===== src/rtl/m68k_bus_pkg.sv =====
// Shared definitions for the 68000-style bus initiator: FSM state encoding
// and the termination status codes reported alongside done.
package m68k_bus_pkg;

  typedef enum logic [2:0] {
    S_IDLE    = 3'd0,
    S_ADDR    = 3'd1,
    S_STROBE  = 3'd2,
    S_WAIT    = 3'd3,
    S_LATCH   = 3'd4,
    S_RELEASE = 3'd5
  } state_e;

  typedef logic [1:0] status_t;

  localparam status_t ST_OK      = 2'b00;
  localparam status_t ST_BERR    = 2'b01;
  localparam status_t ST_TIMEOUT = 2'b10;
  localparam status_t ST_INVALID = 2'b11;

endpackage


===== src/rtl/parallel_synchronizer.sv =====
// Two-flop synchronizer applied bitwise to a bus of independent async inputs.
// Reset is synchronous; RESET_VAL is the inactive level of the inputs.
module parallel_synchronizer #(
  parameter int               WIDTH     = 2,
  parameter logic [WIDTH-1:0] RESET_VAL = '1
) (
  input  logic             clk,
  input  logic             reset_n,
  input  logic [WIDTH-1:0] d,
  output logic [WIDTH-1:0] q
);

  logic [WIDTH-1:0] meta_q;
  logic [WIDTH-1:0] sync_q;

  always_ff @(posedge clk) begin
    if (!reset_n) begin
      meta_q <= RESET_VAL;
      sync_q <= RESET_VAL;
    end else begin
      meta_q <= d;
      sync_q <= meta_q;
    end
  end

  assign q = sync_q;

endmodule


===== src/rtl/m68k_bus_initiator.sv =====
// Single-transfer 68000-style bus initiator: runs one read or write cycle per
// accepted request and reports its termination status with a done pulse.
module m68k_bus_initiator
  import m68k_bus_pkg::*;
#(
  parameter int TIMEOUT_CYCLES = 255
) (
  input  logic        clock,
  input  logic        reset,
  input  logic        start,
  output logic        ready,
  input  logic        req_rw_n,
  input  logic [22:0] req_addr,
  input  logic [1:0]  req_be,
  input  logic [15:0] req_wdata,
  output logic        done,
  output logic [1:0]  status,
  output logic [15:0] rdata,
  output logic        as_n,
  output logic        uds_n,
  output logic        lds_n,
  output logic        rw_n,
  output logic [22:0] addr_out,
  output logic [15:0] data_out,
  output logic        data_oe,
  input  logic        dtack_n,
  input  logic        berr_n,
  input  logic [15:0] data_in,
  output logic [2:0]  dbg_state
);

  // Handshake: a request is taken on a rising edge where start && ready;
  // start while ready is low is dropped, never queued.

  localparam int CW = $clog2(TIMEOUT_CYCLES + 1);

  state_e        state_q, state_d;
  logic [CW-1:0] cnt_q, cnt_d;
  logic [22:0]   addr_q, addr_d;
  logic [15:0]   wdata_q, wdata_d;
  logic [1:0]    be_q, be_d;
  logic          rw_q, rw_d;
  status_t       status_q, status_d;
  logic [15:0]   rdata_q, rdata_d;

  logic [1:0]    resp_sync;
  logic          berr_s;
  logic          dtack_s;
  logic          cnt_last;
  logic          strobing;

  parallel_synchronizer #(
    .WIDTH     (2),
    .RESET_VAL (2'b11)
  ) u_sync (
    .clk     (clock),
    .reset_n (~reset),
    .d       ({berr_n, dtack_n}),
    .q       (resp_sync)
  );

  assign berr_s   = resp_sync[1];
  assign dtack_s  = resp_sync[0];
  assign cnt_last = (cnt_q == CW'(TIMEOUT_CYCLES - 1));

  always_ff @(posedge clock) begin
    if (reset) begin
      state_q <= S_IDLE;
    end else begin
      state_q <= state_d;
    end
  end

  always_ff @(posedge clock) begin
    if (reset) begin
      cnt_q    <= '0;
      addr_q   <= '0;
      wdata_q  <= '0;
      be_q     <= '0;
      rw_q     <= 1'b1;
      status_q <= ST_OK;
      rdata_q  <= '0;
    end else begin
      cnt_q    <= cnt_d;
      addr_q   <= addr_d;
      wdata_q  <= wdata_d;
      be_q     <= be_d;
      rw_q     <= rw_d;
      status_q <= status_d;
      rdata_q  <= rdata_d;
    end
  end

  // The counter times WAIT, then is reused to bound the RELEASE hold-off;
  // it reads zero only on the first RELEASE cycle, which is where done fires.
  always_comb begin
    state_d  = state_q;
    cnt_d    = cnt_q;
    addr_d   = addr_q;
    wdata_d  = wdata_q;
    be_d     = be_q;
    rw_d     = rw_q;
    status_d = status_q;
    rdata_d  = rdata_q;
    case (state_q)
      S_IDLE: begin
        cnt_d = '0;
        if (start) begin
          addr_d  = req_addr;
          rw_d    = req_rw_n;
          be_d    = req_be;
          wdata_d = req_wdata;
          if (req_be == 2'b00) begin
            state_d  = S_RELEASE;
            status_d = ST_INVALID;
          end else begin
            state_d = S_ADDR;
          end
        end
      end
      S_ADDR: state_d = S_STROBE;
      S_STROBE: begin
        cnt_d   = '0;
        state_d = S_WAIT;
      end
      S_WAIT: begin
        if (!berr_s) begin
          state_d  = S_RELEASE;
          status_d = ST_BERR;
          cnt_d    = '0;
        end else if (!dtack_s) begin
          cnt_d = '0;
          if (rw_q) begin
            state_d = S_LATCH;
          end else begin
            state_d  = S_RELEASE;
            status_d = ST_OK;
          end
        end else if (cnt_last) begin
          state_d  = S_RELEASE;
          status_d = ST_TIMEOUT;
          cnt_d    = '0;
        end else begin
          cnt_d = cnt_q + CW'(1);
        end
      end
      S_LATCH: begin
        state_d  = S_RELEASE;
        status_d = ST_OK;
        rdata_d  = data_in;
        cnt_d    = '0;
      end
      S_RELEASE: begin
        if ((dtack_s && berr_s) || cnt_last) begin
          state_d = S_IDLE;
        end else begin
          cnt_d = cnt_q + CW'(1);
        end
      end
      default: state_d = S_IDLE;
    endcase
  end

  always_comb begin
    strobing  = (state_q == S_STROBE) || (state_q == S_WAIT) || (state_q == S_LATCH);
    ready     = (state_q == S_IDLE);
    as_n      = ~strobing;
    uds_n     = ~(strobing && be_q[1]);
    lds_n     = ~(strobing && be_q[0]);
    rw_n      = (state_q == S_IDLE) ? 1'b1 : rw_q;
    done      = (state_q == S_RELEASE) && (cnt_q == '0);
    // be_q == 0 marks the INVALID path, which never drove the bus.
    data_oe   = ~rw_q && ((state_q == S_STROBE) || (state_q == S_WAIT) ||
                ((state_q == S_RELEASE) && (cnt_q == '0) && (be_q != 2'b00)));
    addr_out  = addr_q;
    data_out  = wdata_q;
    status    = status_q;
    rdata     = rdata_q;
    dbg_state = state_q;
  end

endmodule


===== config.mk =====
export PLATFORM = sky130hd
export DESIGN_NAME = m68k_bus_initiator
export DESIGN_NICKNAME = d
export VERILOG_FILES = /design/src/rtl/m68k_bus_pkg.sv /design/src/rtl/parallel_synchronizer.sv /design/src/rtl/m68k_bus_initiator.sv
export SDC_FILE = /design/constraint.sdc
export NUM_CORES = 1
export LEC_CHECK = 0
export CAP_MARGIN = 20
export CORE_MARGIN = 2
export CORE_UTILIZATION = 40
export CTS_BUF_LIST = sky130_fd_sc_hd__clkbuf_16
export CTS_CLUSTER_SIZE = 20
export DETAILED_ROUTE_END_ITERATION = 7
export PLACE_DENSITY = 0.77
export SLEW_MARGIN = 10
export SYNTH_ARGS = -nofsm -noshare
export SYNTH_HDL_FRONTEND = slang
export SYNTH_HIERARCHICAL = 1
export SYNTH_SLANG_ARGS = --single-unit

===== constraint.sdc =====
create_clock -name clock -period 2.78 [get_ports clock]
set_input_delay 0.417 -clock clock [delete_from_list [all_inputs] [get_ports clock]]
set_output_delay 0.417 -clock clock [all_outputs]
set_load 0.005 [all_outputs]

==> results.rst <==
.. list-table::
   :header-rows: 1

   * - Metric
     - Value
   * - Core Rows
     - 31
   * - Sum of negative setup slack
     - 0 ns
   * - Post-Syn Area
     - between 0.002 and 0.003 mm2
   * - Core utilization of the finished layout
     - about 64%
   * - Logic gate share of total power
     - around 22%
   * - Worst-case headroom to the max-slew limit
     - 57.96%
   * - Type of destination of the critical path
     - output pin
   * - Top cells by area in the synthesized netlist
     - dfxtp_1, nand2_1, a21oi_1
   * - Clock power frac
     - between 30% and 40%
   * - Fraction of the yosys area taken by sequential cells
     - 50.36%
   * - Cell type with the largest total area after synthesis
     - dfxtp_1
   * - Routed WL
     - about 8300 um
   * - Type of the worst min-delay path
     - flip-flop to flip-flop
   * - Cell Pwr Density
     - approximately 670 mW/mm2
   * - R2r setup slk
     - a little under 0.8 ns
   * - Total of warnings raised by yosys
     - 6
   * - Critical Path Max Stage Delay
     - approximately 0.54 ns
   * - Transition time of the tightest slew-check pin
     - 0.6306 ns
   * - Worst-path cell with the longest stage delay
     - clkdlybuf4s50_1
   * - Most common library cell in the layout ignoring fill and taps
     - nand2_1
   * - Count of hold-fix buffers inserted at cts
     - 0
   * - Worst reg2reg path endpoint
     - cnt_q[2]
   * - Fraction of power consumed by sequential logic
     - 39.6%
   * - Core footprint
     - between 0.007 and 0.008 mm2
   * - Overflow left after global routing
     - 0
   * - Ratio of routed vias to standard cells
     - 4.922
   * - Setup repair after global routing missed its margin
     - false
   * - Clock buffer depth
     - 2
   * - Clock H-tree levels
     - 3
   * - Clock root cell
     - clkbuf_16
   * - Required time at the endpoint of the critical path
     - 2.36 ns
   * - Ordered list of cells on the worst path
     - nor2b_1, and3_1, o21ai_0, a21oi_1, clkdlybuf4s50_1
   * - Result of the run
     - completed
   * - Ratio of cells with drive above 1 in the final layout
     - under 10%
   * - Count of state elements after synthesis
     - 75
   * - Final cell count without fillers
     - 606
   * - Via count of the first global-routing pass
     - 2,756
   * - Area of combinational cells with multiple inputs
     - ~0.0013 mm2
   * - Net Sw Power
     - 0.0008103 W
   * - All-Layer GR Usage
     - 20.02%
   * - CTS resizes
     - 0
   * - Crit-path max FO
     - 11
   * - Most frequent cells in the layout
     - nand2_1, clkdlybuf4s50_1, dfxtp_1
   * - Portion of synthesized cell area occupied by the leading cell type
     - between 50% and 60%
   * - Vias
     - between 2k and 3k
   * - Post-layout min period
     - 2.584 ns
   * - Count of final max-slew check failures
     - 0
   * - Antenna violation net count after detailed routing
     - 0
   * - Final weighted congestion of routability-driven global placement
     - ~0.85
   * - Clock tree from TritonCTS
     - done
   * - Net count of the finished layout
     - about 570
   * - Final worst path period share
     - around 93%
   * - Worst Skew
     - roughly 0.0036 ns
   * - Worst setup path class
     - flip-flop to output pin
   * - CTS clock-pin slew for the worst setup and hold paths
     - roughly 0.06 ns
   * - # clock sinks
     - 75
   * - Crit path DAT
     - around 2.2 ns
   * - Number of antenna violations at the first check in global routing
     - 0
   * - Endpoint of the most critical setup path
     - data_oe
   * - Leak Pwr
     - ~1.7 nW
   * - Maximum clock frequency
     - around 390 MHz
   * - Instance count along the most critical hold path
     - 1
   * - Maximum number of pins on one net before global-route repair
     - between 40 and 50
   * - Setup bufs post-CTS
     - 0
   * - Number of detailed-route iterations in the first pass
     - 4
   * - N_diodes
     - 0
   * - Floorplan die height
     - 90.34 um
   * - Total power of the final layout
     - roughly 0.0031 W
   * - Average wire length per cell after detail routing
     - 13.64 um
   * - Kind of start point of the critical path
     - flip-flop
   * - Chip width
     - 90.34 um
   * - Switching share of power
     - 25.93%
   * - Global-route wire length before repair
     - about 13,000 um
   * - Count of unique library cells instantiated by Yosys
     - 39
   * - Syn_nets
     - between 400 and 500
   * - Int Power
     - roughly 0.0023 W
   * - Post-route DRC
     - 0
   * - Worst setup startpoint
     - dbg_state[2]
   * - Cell count after placement
     - 590
   * - Number of buffers inserted during clock tree synthesis
     - 9
   * - Post-route worst hold slack
     - roughly 0.4 ns
   * - Maximum vdd ir drop
     - 0.0004451 V
   * - Reg area
     - around 0.0015 mm2
   * - HPWL after detailed placement
     - about 5800 um
   * - Count of boundary I/O pins
     - 130
   * - R2r worst-path depth
     - 7
   * - Setup-violating endpoint count in the final report
     - 0
   * - Area growth from synthesis to layout
     - 55.85%
   * - Overall die area
     - 0.008160 mm2
   * - Count of fill cells added during filler insertion
     - slightly above 600
   * - Number of maximum-capacitance constraint violations
     - 0
   * - Clk Latency, worst-skew pair
     - roughly 0.32 ns
   * - Final hold violations
     - 0
   * - Crit Reg-Reg Startpoint
     - cnt_q[0]
   * - Starting Density
     - 41.11%
   * - Buffers added on ports
     - roughly 130
   * - Mean cell area of the mapped netlist
     - a little under 8 um2
   * - Gate count after technology mapping
     - 377
   * - Detailed router's first-iteration violation count
     - between 100 and 150
-- cells by family (layout without fill, tap and decap cells) --
family                     count (synthesis)  after routing  share of synthesized area [%]
AOI/OAI and AO/OA                         83             83                          16.11
and+or+nand+nor                          183            183                          26.52
buffers and inverters                     29            159                          4.406
DFF                                       75             75                          50.36
adders and majority gates                  3              3                          1.259
muxes                                      4              4                          1.343
-- critical path, delay by kind of cell, from the launching register on --
family / cells / cell delay, ns
buffers and inverters: 1 / 0.54
and+or+nand+nor: 2 / 0.55
DFF: 1 / 0.51
AOI/OAI and AO/OA: 2 / 0.24
-- sequential cells by signal, summed over array words and instances (netlist names) --
register       cells
addr_out          23
be_q               2
cnt_q              8
data_out          16
dbg_state          3
rdata             16
rw_q               1
status             2
u_sync/meta_q      2
u_sync/q           2
-- final cells by class --
type / instances / share of cell area (%)
flip-flops and latches: 75 / 32.31
clock buffers: 9 / 4.847
clock inverters: 7 / 1.777
multi-input cells: 273 / 29.03
inverters: 7 / 0.5654
repair buffers: 136 / 28.81
well taps: 99 / 2.666
-- stage by stage --
stage | cell area [um2] | worst slack, ns
2_1_floorplan | 2982 | 1.032
3_3_place_gp | 4339 | 0.5884
3_5_place_dp | 4339 | 0.5393
4_1_cts | 4647 | 0.1867
5_1_grt | 4647 | 0.05764
6_report | 4647 | 0.1957
-- power by group through the flow --
stage          clock network, W  registers, W  logic, W
2_1_floorplan                 0       0.00126  0.000318
3_3_place_gp                  0       0.00125  0.000683
3_5_place_dp                  0       0.00126  0.000689
4_1_cts                 0.00122       0.00124  0.000693
5_1_grt                 0.00127       0.00125  0.000751
6_report                0.00120       0.00124  0.000687
-- Yosys cell counts, drive strengths merged --
cell,number
a21boi,1
buf,8
a221oi,1
a22oi,1
a32oi,1
and2,3
nand2,137
a21oi,63
a31oi,5
o41ai,1
and4,2
and3,4
or4,1
a21o,1
clkbuf,14
or2,2
ha,3
nor4,2
o21ai,4
o22ai,1
o211ai,1
clkinv,1
mux2i,4
nor2b,2
a211o,3
dfxtp,75
and3b,1
inv,6
nand3,7
nand4,2
nor3,4
nor4b,1
or3,1
nor2,6
nand3b,1
nand2b,7
-- how the worst min path moves through the flow --
stage | startpoint | endpoint | slack [ns]
floorplan | u_sync/meta_q[0] | u_sync/q[0] | 0.39
global placement | u_sync/meta_q[1] | u_sync/q[1] | 0.40
detailed placement | u_sync/meta_q[1] | u_sync/q[1] | 0.40
CTS | u_sync/meta_q[1] | u_sync/q[1] | 0.41
global route | u_sync/meta_q[0] | u_sync/q[0] | 0.43
finish | u_sync/meta_q[1] | u_sync/q[1] | 0.41
-- metal layers --
layer	vias to the layer above	GRT usage [%]	part of all wire, %
met5	-	0	0
met4	0	9.103	2.7
met3	16	6.928	7.3
met2	103	33.46	47
met1	1353	23.14	43
li1	1511	-	-
Power figures use the tool's default switching activity.
